`src/rtl/fp_pkg.sv`:
```
// Shared single-precision float types and constants for the FP datapath.
package fp_pkg;

    typedef struct packed {
        logic        sign;
        logic [7:0]  exp;
        logic [22:0] frac;
    } fp32_t;

    localparam int          FP_BIAS     = 127;
    localparam logic [7:0]  FP_EXP_I32  = 8'(FP_BIAS + 31);
    localparam logic [31:0] FP_POS_ZERO = 32'h0000_0000;

endpackage

```
`src/rtl/i2f_pipe_lzc32.sv`:
```
// Combinational 32-bit leading-zero counter with an all-zero flag.
module lzc32 (
    input  logic [31:0] x,
    output logic [4:0]  cnt,
    output logic        all_zero
);

    // Ascending scan: the highest set bit is the last one to write cnt.
    always_comb begin
        cnt = 5'd31;
        for (int i = 0; i < 32; i++) begin
            if (x[i]) cnt = 5'(31 - i);
        end
    end

    assign all_zero = ~|x;

endmodule

```
`src/rtl/i2f_pipe.sv`:
```
// Three-stage signed int32 to IEEE-754 single converter with valid/ready
// handshake on both sides and an inexact (precision lost) flag.
module i2f_pipe
    import fp_pkg::*;
#(
    parameter bit RND = 1'b0
) (
    input  logic        clk,
    input  logic        rst,
    input  logic        in_valid,
    output logic        in_ready,
    input  logic [31:0] d,
    output logic        out_valid,
    input  logic        out_ready,
    output logic [31:0] a,
    output logic        p_lost
);

    logic v1, v2, v3;
    logic en1, en2, en3;

    logic        s1_sign;
    logic [31:0] s1_mag;

    logic        s2_sign;
    logic        s2_zero;
    logic [31:0] s2_m;
    logic [7:0]  s2_exp;

    fp32_t s3_res;
    logic  s3_lost;

    logic [4:0] lz_cnt;
    logic       lz_zero;

    fp32_t      rnd_res;
    logic       rnd_lost;
    logic       g_bit;
    logic       s_bit;
    logic       inc;
    logic [23:0] frac_sum;

    assign en3      = ~v3 | out_ready;
    assign en2      = ~v2 | en3;
    assign en1      = ~v1 | en2;
    assign in_ready = en1;

    lzc32 u_lzc (
        .x        (s1_mag),
        .cnt      (lz_cnt),
        .all_zero (lz_zero)
    );

    always_comb begin
        g_bit    = s2_m[7];
        s_bit    = |s2_m[6:0];
        inc      = (RND == 1'b0) ? (g_bit & (s_bit | s2_m[8])) : 1'b0;
        frac_sum = {1'b0, s2_m[30:8]} + {23'd0, inc};
        rnd_res  = fp32_t'(FP_POS_ZERO);
        rnd_lost = 1'b0;
        if (!s2_zero) begin
            rnd_res.sign = s2_sign;
            // A carry out of the fraction leaves frac_sum[22:0] all zero.
            rnd_res.exp  = s2_exp + {7'd0, frac_sum[23]};
            rnd_res.frac = frac_sum[22:0];
            rnd_lost     = g_bit | s_bit;
        end
    end

    always_ff @(posedge clk) begin
        if (rst) begin
            v1      <= 1'b0;
            v2      <= 1'b0;
            v3      <= 1'b0;
            s3_res  <= fp32_t'(FP_POS_ZERO);
            s3_lost <= 1'b0;
        end else begin
            if (en1) begin
                v1 <= in_valid;
                if (in_valid) begin
                    s1_sign <= d[31];
                    s1_mag  <= d[31] ? (~d + 32'd1) : d;
                end
            end
            if (en2) begin
                v2 <= v1;
                if (v1) begin
                    s2_sign <= s1_sign;
                    s2_zero <= lz_zero;
                    s2_m    <= s1_mag << lz_cnt;
                    s2_exp  <= FP_EXP_I32 - {3'd0, lz_cnt};
                end
            end
            if (en3) begin
                v3 <= v2;
                if (v2) begin
                    s3_res  <= rnd_res;
                    s3_lost <= rnd_lost;
                end
            end
        end
    end

    assign out_valid = v3;
    assign a         = s3_res;
    assign p_lost    = s3_lost;

endmodule

```
`config.mk`:
```
export PLATFORM = sky130hd
export DESIGN_NAME = i2f_pipe
export DESIGN_NICKNAME = d
export VERILOG_FILES = /design/src/rtl/fp_pkg.sv /design/src/rtl/i2f_pipe_lzc32.sv /design/src/rtl/i2f_pipe.sv
export SDC_FILE = /design/constraint.sdc
export NUM_CORES = 1
export LEC_CHECK = 0
export CORE_MARGIN = 2
export CORE_UTILIZATION = 58
export DETAILED_ROUTE_END_ITERATION = 10
export GPL_ROUTABILITY_DRIVEN = 0
export HOLD_SLACK_MARGIN = 0.08
export PLACE_DENSITY = 0.86
export SLEW_MARGIN = 15
export SYNTH_ARGS = -nofsm -noshare
export SYNTH_HDL_FRONTEND = slang
export SYNTH_SLANG_ARGS = --single-unit
export TNS_END_PERCENT = 5
```
`constraint.sdc`:
```
create_clock -name clk -period 6.9 [get_ports clk]
set_clock_uncertainty 0.2 [all_clocks]
set_input_delay 1.38 -clock clk [delete_from_list [all_inputs] [get_ports clk]]
set_output_delay 1.38 -clock clk [all_outputs]
set_load 0.005 [all_outputs]
```
# ---- Word level (Yosys, flattened, before mapping)
# Index checks and enable logic that the tools add are counted.
dict set report word_totals {
  inputBits 36
  register_bits 110
}
dict set report classes {
  reduce_logical 6
  n_addsub 4
  bitwise 11
  muxes 34
  shift 1
}
# operator n
set op_table {}
lappend op_table {{two-way mux 5 bit} 16}
lappend op_table {{adder 32 x 1 -> 32 bit, second input constant} 1}
lappend op_table {{two-way mux 32 bit} 1}
lappend op_table {{two-way mux 4 bit} 8}
lappend op_table {{NOT 32 bit} 1}
lappend op_table {{OR reduction 32 bit} 1}
lappend op_table {{<< shifter 32 x 5 -> 31 bit} 1}
lappend op_table {{two-way mux 31 bit} 1}
lappend op_table {{adder 23 x 1 -> 24 bit} 1}
lappend op_table {{two-way mux 3 bit} 4}
lappend op_table {{adder 8 x 1 -> 8 bit} 1}
lappend op_table {{subtractor 8 x 5 -> 8 bit, first input constant} 1}
lappend op_table {{OR reduction 7 bit} 1}
lappend op_table {{AND reduction 3 bit} 2}
lappend op_table {{bitwise OR 1 bit} 5}
lappend op_table {{two-way mux 2 bit} 2}
lappend op_table {{NOT 1 bit} 4}
lappend op_table {{two-way mux 1 bit} 2}
lappend op_table {{AND reduction 2 bit} 1}
lappend op_table {{AND 1 bit} 1}
lappend op_table {{logical NOT 1 bit} 1}

# ---- Logic depth before layout (Yosys ltp)
# Gate-level depths: netlist of run 1.
dict set report depth {
  depth_word 32
  mapped_depth 14
  mapped_depth_nobuf 14
}

# ---- Cells and area by module
# From an unflattened synthesis of run 1, not the netlist that was laid out.
dict set report hier_totals {
  hier_cells 656
  area_unflattened_um2 6583.8
}
# mod area_each_um2 n_inst seq_area_each_um2 cells_each
set modules_own_cells {}
lappend modules_own_cells {i2f_pipe 6214.7 1 2942.8 593}
lappend modules_own_cells {lzc32 369.1 1 0.0 63}

# ---- Least setup slack after synthesis of run 1
# OpenSTA, ideal clock, no wires.
dict set report synth_timing {
  path_type {input-to-reg}
  from {in rst}
  to {reg s2_exp[0] (enable)}
  slack_ns 1.560
  arrival_ns 4.641
  setup_time_ns 0.499
  path_stages 2
  required_time_ns 6.201
  path_cell_list {clkbuf_1 > nor3b_1}
}
dict set report synth_via {
  elab_chain_cells 2
}
# element line_no
set synth_rtl {}
lappend synth_rtl {{start: declaration} i2f_pipe.sv:9} ;# input logic rst,
lappend synth_rtl {{NOT 1 bit (no source line)} n/a}
lappend synth_rtl {{AND reduction 3 bit (no source line)} n/a}
lappend synth_rtl {{end signal: assignment} i2f_pipe.sv:91} ;# s2_exp <= FP_EXP_I32 - {3'd0, lz_cnt};
lappend synth_rtl {{end: declaration} i2f_pipe.sv:28} ;# logic [7:0] s2_exp;
# Every way passes these cells.
# A chain may end at the register's enable or synchronous reset.

# ---- Final worst setup path of run 1
dict set report layout_timing {
  from {in d[5]}
  to {reg s1_mag[29] (data pin)}
}
dict set report layout_via {
  elab_chain_cells 3
}
# element line_no
set layout_rtl {}
lappend layout_rtl {{start: declaration} i2f_pipe.sv:12} ;# input logic [31:0] d,
lappend layout_rtl {{NOT 32 bit} i2f_pipe.sv:82} ;# s1_mag <= d[31] ? (~d + 32'd1) : d;
lappend layout_rtl {{adder 32 x 1 -> 32 bit} i2f_pipe.sv:82}
lappend layout_rtl {{two-way mux 31 bit} i2f_pipe.sv:82}
lappend layout_rtl {{end signal: assignment} i2f_pipe.sv:82}
lappend layout_rtl {{end: declaration} i2f_pipe.sv:23} ;# logic [31:0] s1_mag;
# Every way passes these cells.

==> impl_metrics.sql, run 1 <==
INSERT INTO impl_metrics (metric_group, metric, value, unit) VALUES
('hold_path', 'holdPathStages', '0', ''),
('setup_path', 'critical_path_buf_inv_count', '1', ''),
('layout', 'n_fill_cell', '865', ''),
('timing', 'report.final.setup_viol', '0', ''),
('global_routing', 'first_global_vias', '5494', ''),
('yosys', 'synth.distinct_cells', '75', ''),
('routing', 'viasPerCell', '6.45', ''),
('floorplanning', 'core_area', '0.0114', 'mm²'),
('power', 'design_power_total', '0.00157', 'W'),
('floorplanning', 'die_h', '112', 'µm'),
('clocking', 'ctsLongestPathBuffers', '2', ''),
('layout', 'finalNonFillerCells', '898', ''),
('place', 'hpwlAfterDp', '11.8', 'mm'),
('yosys', 'post-synth-top-area-cell', 'sky130_fd_sc_hd__edfxtp_1', ''),
('floorplanning', 'placement_rows', '39', ''),
('layout', 'diodes', '0', ''),
('routing', 'drt_iter0_drc', '603', ''),
('yosys', 'synth_seq_area_share', '43.2', '%'),
('power', 'power_density', '198', 'mW/mm²'),
('timing', 'hold_slack', '0.255', 'ns'),
('floorplanning', 'initial_utilization', '59.7', '%'),
('setup_path', 'required', '6.81', 'ns'),
('outcome', 'run_status', 'complete, no violations', ''),
('floorplanning', 'dieWidth', '112', 'µm'),
('global_routing', 'antenna_found_initial', '0', ''),
('clocking', 'cts.reportedPaths.clkPinSlew', '0.06', 'ns'),
('yosys', 'yosys.cell_count.top_type', 'sky130_fd_sc_hd__nor2_1', ''),
('global_routing', 'globalRoute.totalOverflow', '0', ''),
('global_routing', 'grt_start_max_net_pins', '42', ''),
('layout', 'area.growth.synth_to_final', '16.1', '%'),
('layout', 'layout.core_utilization', '69.3', '%'),
('place', 'place.port_buffers', '70', ''),
('routing', 'detail_route.first_pass.iterations', '5', ''),
('routing', 'drtAntennaViolNets', '0', ''),
('timing', 'timing_worst_slew_pin_value', '0.985', 'ns'),
('yosys', 'yosys_warnings', '0', ''),
('setup_path', 'timing.critical_path.max_delay_family', 'simple AND/OR/NAND/NOR gates', ''),
('setup_path', 'arrival', '4.24', 'ns'),
('setup_path', 'worst-path-stages', '9', ''),
('yosys', 'ys_seq_elements', '110', ''),
('yosys', 'dominantRegCellSynth', 'sky130_fd_sc_hd__edfxtp_1', ''),
('hold_path', 'class_of_the_most_critical_hold_timing_path', 'flip-flop to flip-flop', ''),
('global_routing', 'wire_length_of_the_first_global_routing_pass', '25.4', 'mm'),
('clocking', 'cts.repair_timing.setup_buffer_count', '0', ''),
('clocking', 'post_cts_hold_buffer_count', '0', ''),
('setup_path', 'reg2reg_depth', '9', ''),
('layout', 'fin_nets', '792', ''),
('yosys', 'top_cell_type_s_share_of_synthesized_area', '32.6', '%'),
('timing', 'finalHoldViolations', '0', ''),
('yosys', 'ys_async_sr_fraction', '0', '%'),
('power', 'worst_vdd_drop', '0.000130', 'V'),
('setup_path', 'critical_path.startpoint_type', 'primary input', ''),
('setup_path', 'cpMaxStageDelayCell', 'sky130_fd_sc_hd__clkdlybuf4s50_1', ''),
('routing', 'num_vias', '5795', ''),
('setup_path', 'critical_path.endpoint_type', 'flip-flop', ''),
('yosys', 'mean_instance_size_in_the_synthesized_netlist', '9.75', 'µm²'),
('yosys', 'synthesis.instances', '699', ''),
('setup_path', 'crit_top_cell', 'sky130_fd_sc_hd__or3_4', ''),
('yosys', 'synth-edff-count', '74', ''),
('setup_path', 'critPathKind', 'primary input to flip-flop', ''),
('clocking', 'cts_repair_resize_count', '0', ''),
('floorplanning', 'io_pins', '71', ''),
('clocking', 'cts.sinks', '110', ''),
('clocking', 'cts_tree', 'built', ''),
('timing', 'maxClockFrequency', '0.231', 'GHz'),
('timing', 'rsz0062_at_grt', 'no', ''),
('timing', 'final-max-slew-violation-count', '0', ''),
('setup_path', 'critPathMaxStageDelay', '0.48', 'ns'),
('clocking', 'clock_insertion_delay_worst_skew', '0.36', 'ns'),
('place', 'placed_cells', '882', ''),
('timing', 'slew_headroom', '34.2', '%');
-- metrics by stage --
step | worst slack (ns) | cell area (µm²)
final | 2.57 | 7910
after global routing | 2.48 | 7910
after CTS | 2.56 | 7910
after detailed placement | 2.19 | 7610
after global placement | 2.26 | 7610
after floorplan | 1.56 | 6810
-- state kept, by name (all words and copies together), names as in the netlist --
name / count
s2_m: 31
p_lost: 1
s2_exp: 8
s2_sign: 1
v2: 1
a: 32
s1_sign: 1
out_valid: 1
s1_mag: 32
v1: 1
s2_zero: 1
-- cell type report --
type / instances / area [µm²] / share of cell area, %
clock buffer: 10 / 229 / 2.89
clock inverter: 6 / 70.1 / 0.886
inverter: 14 / 52.6 / 0.664
multi-input combinational: 536 / 3670 / 46.4
sequential: 110 / 2940 / 37.2
tap: 143 / 179 / 2.26
timing repair buffer: 79 / 768 / 9.71
-- path summary, 6_finish.rpt --
path / from / slack (ns) / endpoint
setup / recovery: d[5] / 2.57 / s1_mag[29]$_DFFE_PP_
hold / removal: s1_sign$_DFFE_PP_ / 0.26 / s2_sign$_DFFE_PP_
setup reg to reg: s1_mag[5]$_DFFE_PP_ / 2.70 / s2_m[17]$_DFFE_PP_
hold reg to reg: s1_sign$_DFFE_PP_ / 0.26 / s2_sign$_DFFE_PP_
-- routing by layer --
layer  track usage [%]  up-vias  part of all wire, %
met5                 0        -                    0
met2              42.2      329                   48
met1              29.4     2675                   40
li1                  -     2728                    -
met3              4.37       63                  7.7
met4              14.0        0                  4.5
-- power by group --
part	switching, W	leakage, nW	internal (W)
logic	0.000151	1.71	0.000118
registers	0.0000299	0.975	0.000742
clock network	0.000240	0.147	0.000285
total	0.000421	2.83	0.00115
-- cells in the final DEF, fill, tap and decap left out, drive strengths merged, types with 25 or more instances in the layout --
| master | instances |
|---|---|
| nand2 | 48 |
| clkdlybuf4s50 | 70 |
| edfxtp | 74 |
| nor2 | 76 |
| xnor2 | 52 |
| o21ai | 28 |
| mux2i | 59 |
| a21oi | 35 |
| a22oi | 25 |
| dfxtp | 36 |
-- cells by family (layout without fill, tap and decap cells) --
logic type	Yosys count	in the layout	share of synthesized area, %
and+or+nand+nor	244	244	18.5
AOI/OAI and AO/OA	165	165	17.0
DFF	110	110	43.2
muxes	63	63	9.51
xor gates and xnor gates	58	58	7.46
buffers and inverters	53	109	3.23
adders and majority gates	6	6	1.10
(Power assumes the default switching activity.)
==> inputs of run 2 (changes only) <==
--- a/config.mk
+++ b/config.mk
@@ -6,11 +6,11 @@
 export NUM_CORES = 1
 export LEC_CHECK = 0
 export CORE_MARGIN = 2
-export CORE_UTILIZATION = 58
+export CORE_UTILIZATION = 52
 export DETAILED_ROUTE_END_ITERATION = 10
 export GPL_ROUTABILITY_DRIVEN = 0
 export HOLD_SLACK_MARGIN = 0.08
-export PLACE_DENSITY = 0.86
+export PLACE_DENSITY = 0.82
 export SLEW_MARGIN = 15
 export SYNTH_ARGS = -nofsm -noshare
 export SYNTH_HDL_FRONTEND = slang
==> constraint.sdc (replaced) <==
create_clock -name clk -period 3.7 [get_ports clk]
set_clock_uncertainty 0.2 [all_clocks]
set_input_delay 0.74 -clock clk [delete_from_list [all_inputs] [get_ports clk]]
set_output_delay 0.74 -clock clk [all_outputs]
set_load 0.005 [all_outputs]
==> run 2 against run 1 <==
Register-to-register slack got worse by 2.6 ns. Critical endpoint unchanged. Power is 86% higher. Combinational power grew 110%. Largest power group unchanged. Largest cell class unchanged. Core utilization shrank 4.0 points. Non-clock buffer count is 47 higher.
==> impl_metrics.sql, run 2 (synthesis gave the netlist of run 1 again) <==
INSERT INTO impl_metrics (metric_group, metric, value, unit) VALUES
('clocking', 'ctsLongestPathBuffers', '2', ''),
('setup_path', 'arrival', '3.48', 'ns'),
('floorplanning', 'placement_rows', '41', ''),
('setup_path', 'required', '3.61', 'ns'),
('timing', 'finalWorstPathRequiredPeriod', '3.57', 'ns'),
('global_routing', 'grt_util_met1', '28.8', '%'),
('power', 'worst_vdd_drop', '0.000219', 'V'),
('setup_path', 'crit_top_cell', 'sky130_fd_sc_hd__or3_4', ''),
('timing', 'timing_worst_slew_pin_value', '0.647', 'ns'),
('layout', 'register_area', '0.00294', 'mm²'),
('setup_path', 'critical_path.startpoint_type', 'primary input', ''),
('floorplanning', 'initial_utilization', '53.6', '%'),
('timing', 'report.final.setup_viol', '0', ''),
('clocking', 'cts.repair_timing.setup_buffer_count', '0', ''),
('clocking', 'clock-root-buffer', 'sky130_fd_sc_hd__clkbuf_16', ''),
('timing', 'rsz0062_at_grt', 'no', ''),
('layout', 'most_frequent_cells_in_the_layout', '76 x sky130_fd_sc_hd__nor2_1, 74 x sky130_fd_sc_hd__edfxtp_1, 70 x sky130_fd_sc_hd__clkdlybuf4s50_1, 57 x sky130_fd_sc_hd__mux2i_1, 56 x sky130_fd_sc_hd__buf_4', ''),
('layout', 'layout-drive-gt1-share', '12.3', '%'),
('layout', 'area.growth.synth_to_final', '21.9', '%'),
('layout', 'mostFrequentLayoutCell', 'sky130_fd_sc_hd__nor2_1', ''),
('global_routing', 'grtUsageTotal', '24.2', '%'),
('place', 'placed_cells', '958', ''),
('layout', 'diodes', '0', ''),
('timing', 'final-max-slew-violation-count', '0', ''),
('routing', 'num_vias', '5942', ''),
('layout', 'final_cell_area', '0.00830', 'mm²'),
('routing', 'drtAntennaViolNets', '0', ''),
('floorplanning', 'die-area', '0.0140', 'mm²'),
('setup_path', 'critPathMaxStageDelay', '0.46', 'ns'),
('clocking', 'cts.reportedPaths.clkPinSlew', '0.07', 'ns'),
('place', 'placed_cell_area', '0.00801', 'mm²'),
('timing', 'slew_headroom', '56.4', '%'),
('power', 'total_leakage_power', '3.04', 'nW'),
('global_routing', 'globalRoute.totalOverflow', '0', ''),
('global_routing', 'first_global_vias', '5805', ''),
('floorplanning', 'core_area', '0.0127', 'mm²'),
('clocking', 'tritoncts_buffers', '9', ''),
('clocking', 'h-tree-depth', '3', ''),
('clocking', 'cts.sinks', '110', ''),
('floorplanning', 'die_h', '118', 'µm'),
('global_routing', 'global_route.usage.met3', '3.81', '%'),
('global_routing', 'global_route.peak_usage_layer', 'met2', ''),
('global_routing', 'globalRouteMet2Util', '41.5', '%'),
('routing', 'drt-total-wl', '16.6', 'mm'),
('outcome', 'run_status', 'complete, no violations', ''),
('layout', 'finalNonFillerCells', '974', ''),
('global_routing', 'wire_length_of_the_first_global_routing_pass', '27.8', 'mm'),
('power', 'power_density', '351', 'mW/mm²'),
('setup_path', 'cpMaxStageDelayCell', 'sky130_fd_sc_hd__clkdlybuf4s50_1', ''),
('global_routing', 'antenna_found_initial', '0', ''),
('floorplanning', 'io_pins', '71', ''),
('flow_run', 'maxCapViolations', '0', ''),
('layout', 'fin_nets', '839', ''),
('setup_path', 'timing.critical_path.fanout_max', '3', ''),
('setup_path', 'critPathKind', 'primary input to flip-flop', ''),
('clocking', 'clock_insertion_delay_worst_skew', '0.36', 'ns'),
('clocking', 'post_cts_hold_buffer_count', '0', ''),
('layout', 'n_fill_cell', '1055', ''),
('setup_path', 'critical_path_buf_inv_count', '1', ''),
('routing', 'routed_wire_length_per_instance', '17.0', 'µm'),
('setup_path', 'critical_path.endpoint_type', 'flip-flop', ''),
('routing', 'drt_iter0_drc', '632', ''),
('setup_path', 'timing.critical_path.max_delay_family', 'simple AND/OR/NAND/NOR gates', ''),
('layout', 'multi_input_comb_area', '0.00370', 'mm²'),
('hold_path', 'class_of_the_most_critical_hold_timing_path', 'flip-flop to flip-flop', ''),
('place', 'place.port_buffers', '70', ''),
('timing', 'finalHoldViolations', '0', ''),
('routing', 'detail_route.first_pass.iterations', '7', ''),
('global_routing', 'grt_start_max_net_pins', '42', ''),
('timing', 'maxClockFrequency', '0.280', 'GHz'),
('place', 'hpwlAfterDp', '12.6', 'mm'),
('clocking', 'cts_repair_resize_count', '0', ''),
('floorplanning', 'dieWidth', '118', 'µm'),
('routing', 'viasPerCell', '6.10', ''),
('routing', 'drc', '0', ''),
('timing', 'post-route-period-util', '96.5', '%'),
('clocking', 'cts_tree', 'built', ''),
('layout', 'layout.core_utilization', '65.3', '%'),
('setup_path', 'crit_path_cell_trace', 'clkdlybuf4s50_1 > nor4_4 > nand3_2 > or3_4 > or3_4 > or3_4 > or3_4 > o31ai_4 > xnor2_1', '');
-- run 2: area by class of cell --
cell class | count | area share, %
Multi-Input combinational cell | 536 | 44.5
Sequential cell | 110 | 35.4
Tap cell | 172 | 2.59
Clock buffer | 10 | 2.76
Clock inverter | 6 | 0.527
Inverter | 14 | 0.633
Timing Repair Buffer | 126 | 13.5
-- run 2: metrics by stage --
step	worst slack [ns]	TNS (ns)	total power (W)	hold slack (ns)
finish	0.129	0	0.00291	0.262
global route	0.0128	0	0.00303	0.283
CTS	0.120	0	0.00290	0.260
detailed placement	-0.256	-0.960	0.00200	0.242
global placement	-0.208	-0.461	0.00197	0.245
floorplan	-0.418	-13.80	0.00178	0.200
-- run 2: power by group --
group	leakage, nW	internal (W)	switching [W]	total [W]
logic	1.93	0.000253	0.000300	0.000552
registers	0.975	0.00138	0.0000540	0.00144
clock network	0.136	0.000464	0.000460	0.000924
total	3.04	0.00210	0.000814	0.00291
-- run 2: worst reg2reg max path, delay by kind of cell, from the launching register on --
kind	cells	cell delay (ns)
AOI/OAI and AO/OA	4	0.74
buffers and inverters	1	0.29
DFF	1	0.38
muxes	3	0.89
and+or+nand+nor	2	0.76
-- run 2: worst paths after layout --
kind / start / to / depth (start not counted) / slack (ns)
max: d[5] / s1_mag[29]$_DFFE_PP_ / 9 / 0.13
min: a[22]$_SDFFE_PP0P_ / a[22]$_SDFFE_PP0P_ / 2 / 0.26
max reg2reg: s1_mag[22]$_DFFE_PP_ / s2_m[17]$_DFFE_PP_ / 10 / 0.15
min reg2reg: a[22]$_SDFFE_PP0P_ / a[22]$_SDFFE_PP0P_ / 2 / 0.26
-- run 2: per-layer routing --
metal / vias to the layer above / share of wire (%)
met2: 274 / 49
met5: - / 0
met4: 0 / 3.9
met3: 67 / 6.1
li1: 2827 / -
met1: 2774 / 41
==> inputs of run 3 (changes only) <==
--- a/config.mk
+++ b/config.mk
@@ -5,12 +5,13 @@
 export SDC_FILE = /design/constraint.sdc
 export NUM_CORES = 1
 export LEC_CHECK = 0
+export ABC_AREA = 1
 export CORE_MARGIN = 2
-export CORE_UTILIZATION = 52
+export CORE_UTILIZATION = 39
 export DETAILED_ROUTE_END_ITERATION = 10
 export GPL_ROUTABILITY_DRIVEN = 0
 export HOLD_SLACK_MARGIN = 0.08
-export PLACE_DENSITY = 0.82
+export PLACE_DENSITY = 0.72
 export SLEW_MARGIN = 15
 export SYNTH_ARGS = -nofsm -noshare
 export SYNTH_HDL_FRONTEND = slang
==> run 3 against run 2 <==
The flow now finishes with violations (negative setup slack). Core utilization is 16 points lower. Die area is 34% higher. Register-to-register slack got worse by 0.31 ns. Power shrank 3.3%. Worst setup slack got worse by 0.29 ns. Wire length fell by 7.3%. Sequential share of layout area fell by 0.67 points. Flip-flop and latch count unchanged. Critical path type is now flip-flop to flip-flop. Largest power group unchanged. Highest routed layer unchanged.
==> impl_metrics.sql, run 3 <==
INSERT INTO impl_metrics (metric_group, metric, value, unit) VALUES
('timing', 'finalWorstPathRequiredPeriod', '3.86', 'ns'),
('power', 'power_report.internal_total', '0.00204', 'W'),
('floorplanning', 'core_area', '0.0173', 'mm²'),
('setup_path', 'critPathMaxStageDelay', '0.33', 'ns'),
('setup_path', 'critical_path.endpoint_type', 'flip-flop', ''),
('yosys', 'synthesis.instances', '956', ''),
('timing', 'slew_headroom', '34.3', '%'),
('routing', 'drt_iter0_drc', '497', ''),
('timing', 'timing_worst_slew_pin_value', '0.985', 'ns'),
('layout', 'area.growth.synth_to_final', '22.5', '%'),
('routing', 'num_vias', '6373', ''),
('place', 'placed_cell_area', '0.00801', 'mm²'),
('floorplanning', 'die-area', '0.0188', 'mm²'),
('layout', 'mostFrequentLayoutCell', 'sky130_fd_sc_hd__nand2_1', ''),
('clocking', 'clock-root-buffer', 'sky130_fd_sc_hd__clkbuf_16', ''),
('clocking', 'cts.reportedPaths.clkPinSlew', '0.07', 'ns'),
('timing', 'maxClockFrequency', '0.259', 'GHz'),
('global_routing', 'globalRoute.totalOverflow', '0', ''),
('setup_path', 'arrival', '3.95', 'ns'),
('floorplanning', 'initial_utilization', '39.9', '%'),
('yosys', 'dominantRegCellSynth', 'sky130_fd_sc_hd__edfxtp_1', ''),
('yosys', 'yosys.cell_count.top_type', 'sky130_fd_sc_hd__nand2_1', ''),
('global_routing', 'grtUsageTotal', '17.1', '%'),
('clocking', 'ctsLongestPathBuffers', '2', ''),
('place', 'place.port_buffers', '70', ''),
('clocking', 'cts.sinks', '110', ''),
('timing', 'finalHoldViolations', '0', ''),
('yosys', 'top_cell_type_s_share_of_synthesized_area', '32.2', '%'),
('clocking', 'tritoncts_buffers', '9', ''),
('power', 'worst_vdd_drop', '0.000286', 'V'),
('routing', 'drt-total-wl', '15.4', 'mm'),
('power', 'netSwitchingFraction', '27.8', '%'),
('clocking', 'clock_insertion_delay_worst_skew', '0.35', 'ns'),
('global_routing', 'first_global_vias', '5696', ''),
('hold_path', 'class_of_the_most_critical_hold_timing_path', 'flip-flop to flip-flop', ''),
('timing', 'worst_slack', '-0.165', 'ns'),
('setup_path', 'cpMaxStageDelayCell', 'sky130_fd_sc_hd__edfxtp_1', ''),
('floorplanning', 'placement_rows', '48', ''),
('power', 'comb_power_share', '16.7', '%'),
('power', 'clockPowerShare', '33.5', '%'),
('yosys', 'synth_seq_area_share', '42.6', '%'),
('yosys', 'ys_async_sr_fraction', '0', '%'),
('layout', 'layout-drive-gt1-share', '10.7', '%'),
('routing', 'viasPerCell', '5.02', ''),
('layout', 'fin_nets', '1081', ''),
('global_routing', 'grt_start_max_net_pins', '42', ''),
('routing', 'drc', '0', ''),
('global_routing', 'antenna_found_initial', '0', ''),
('yosys', 'post-synth-top-area-cell', 'sky130_fd_sc_hd__edfxtp_1', ''),
('timing', 'post-route-period-util', '104', '%'),
('clocking', 'post_cts_hold_buffer_count', '0', ''),
('layout', 'final_cell_area', '0.00846', 'mm²'),
('routing', 'routed_wire_length_per_instance', '12.1', 'µm'),
('timing', 'rsz0062_at_grt', 'yes', ''),
('layout', 'layout.core_utilization', '48.9', '%'),
('routing', 'drtAntennaViolNets', '0', ''),
('place', 'dp_slack', '-0.308', 'ns'),
('yosys', 'synth-edff-count', '74', ''),
('power', 'switching_power', '0.000782', 'W'),
('routing', 'detail_route.first_pass.iterations', '5', ''),
('setup_path', 'critPathKind', 'flip-flop to flip-flop', ''),
('setup_path', 'required', '3.78', 'ns'),
('clocking', 'cts_tree', 'built', ''),
('power', 'design_power_total', '0.00282', 'W'),
('flow_run', 'maxCapViolations', '0', ''),
('power', 'seqPwrFrac', '49.9', '%'),
('power', 'power_density', '333', 'mW/mm²'),
('yosys', 'yosys-top-cells-area', 'sky130_fd_sc_hd__edfxtp_1 32%, sky130_fd_sc_hd__nand3_1 14%, sky130_fd_sc_hd__nand2_1 14%, sky130_fd_sc_hd__dfxtp_1 10%, sky130_fd_sc_hd__inv_1 5.8%', ''),
('yosys', 'yosys_warnings', '0', ''),
('floorplanning', 'dieWidth', '137', 'µm'),
('floorplanning', 'die_h', '137', 'µm'),
('setup_path', 'timing.critical_path.fanout_max', '2', ''),
('timing', 'final-max-slew-violation-count', '0', ''),
('timing', 'report.final.setup_viol', '5', ''),
('yosys', 'ys_seq_elements', '110', ''),
('yosys', 'mean_instance_size_in_the_synthesized_netlist', '7.23', 'µm²'),
('clocking', 'h-tree-depth', '3', ''),
('power', 'total_leakage_power', '3.56', 'nW'),
('outcome', 'run_status', 'finished, violations left', ''),
('yosys', 'ys_top_cells_by_count', '250 x sky130_fd_sc_hd__nand2_1, 193 x sky130_fd_sc_hd__nand3_1, 106 x sky130_fd_sc_hd__inv_1', ''),
('floorplanning', 'io_pins', '71', ''),
('yosys', 'mappedNetlistNets', '998', ''),
('setup_path', 'timing.critical_path.max_delay_family', 'simple AND/OR/NAND/NOR gates', ''),
('yosys', 'synth.distinct_cells', '39', ''),
('setup_path', 'crit_top_cell', 'sky130_fd_sc_hd__inv_1', ''),
('layout', 'diodes', '0', ''),
('setup_path', 'critical_path_buf_inv_count', '5', ''),
('outcome', 'violations', 'negative setup slack', ''),
('yosys', 'synth_area', '0.00691', 'mm²'),
('setup_path', 'critical_path.startpoint_type', 'flip-flop', ''),
('global_routing', 'wire_length_of_the_first_global_routing_pass', '26.0', 'mm'),
('layout', 'most_frequent_cells_in_the_layout', '247 x sky130_fd_sc_hd__nand2_1, 184 x sky130_fd_sc_hd__nand3_1, 106 x sky130_fd_sc_hd__inv_1, 74 x sky130_fd_sc_hd__nor2_1, 74 x sky130_fd_sc_hd__edfxtp_1', ''),
('place', 'hpwlAfterDp', '11.7', 'mm');
[run 3: changes by cell type after synthesis, sizes merged, moves of 17 or more]
cell,before,now
or3,17,0
nand2,48,259
inv,14,109
a22oi,25,1
nand3,21,197
xnor2,52,13
mux2i,59,0
[run 3: routing by layer]
metal | vias up | track usage (%) | wire [µm]
met4 | 0 | 4.58 | 240
met2 | 201 | 26.9 | 6870
met5 | - | 0 | 0
met3 | 16 | 2.85 | 964
li1 | 3334 | - | -
met1 | 2822 | 24.3 | 7320
[run 3: cell families after synthesis]
family / synth area share (%)
adders and majority gates: 1.09
AOI/OAI and AO/OA: 5.85
and+or+nand+nor: 37.5
buffers and inverters: 8.95
DFF: 42.6
xor gates and xnor gates: 4.06
[run 3: worst register-to-register path: cells and delay by family, from the launching register on]
family	cells	cell delay [ns]
simple gates	19	1.96
flops	1	0.33
compound gates	3	0.39
buf+inv	5	0.31
fa+ha+maj	3	0.57
[run 3: metrics by stage]
step | TNS (ns) | instances | hold slack, ns
global placement | -0.545 | 1251 | 0.251
global route | -9.43 | 1269 | 0.285
CTS | -0.793 | 1267 | 0.268
detailed placement | -1.33 | 1251 | 0.256
floorplan | 0 | 956 | 0.200
finish | -0.572 | 1269 | 0.264
[run 3: cell type report]
| class | count | area (µm²) |
|---|---|---|
| multi-input cells | 695 | 3490 |
| fillers | 1717 | 8830 |
| well taps | 225 | 282 |
| inverters | 109 | 409 |
| repair buffers | 114 | 1030 |
| flip-flops and latches | 110 | 2940 |
| clock inverters | 7 | 75.1 |
| clock buffers | 9 | 225 |
[run 3: power groups by stage]
| stage | clock [W] | combinational (W) | sequential, W |
|---|---|---|---|
| finish | 0.000943 | 0.000470 | 0.00141 |
| CTS | 0.000974 | 0.000460 | 0.00140 |
| global placement | 0 | 0.000455 | 0.00143 |
| floorplan | 0 | 0.000318 | 0.00143 |
| detailed placement | 0 | 0.000458 | 0.00143 |
| global route | 0.00102 | 0.000537 | 0.00141 |
[run 3: worst paths after layout]
check / from / to / slack (ns) / cells after the start
worst max register to register: s2_m[1]$_SDFFCE_PP0P_ / a[29]$_SDFFE_PP0P_ / -0.16 / 30
worst min-delay path: a[11]$_SDFFE_PP0P_ / a[11]$_SDFFE_PP0P_ / 0.26 / 2
worst max-delay path: s2_m[1]$_SDFFCE_PP0P_ / a[29]$_SDFFE_PP0P_ / -0.16 / 30
worst min register to register: a[11]$_SDFFE_PP0P_ / a[11]$_SDFFE_PP0P_ / 0.26 / 2
[run 3: timing repair]
item | 4_1_cts | 5_1_grt
setup endpoints to repair | 8 | 44
gates resized for setup | 1 | 34
buffers inserted | 0 | 2
pin swaps | 0 | 9
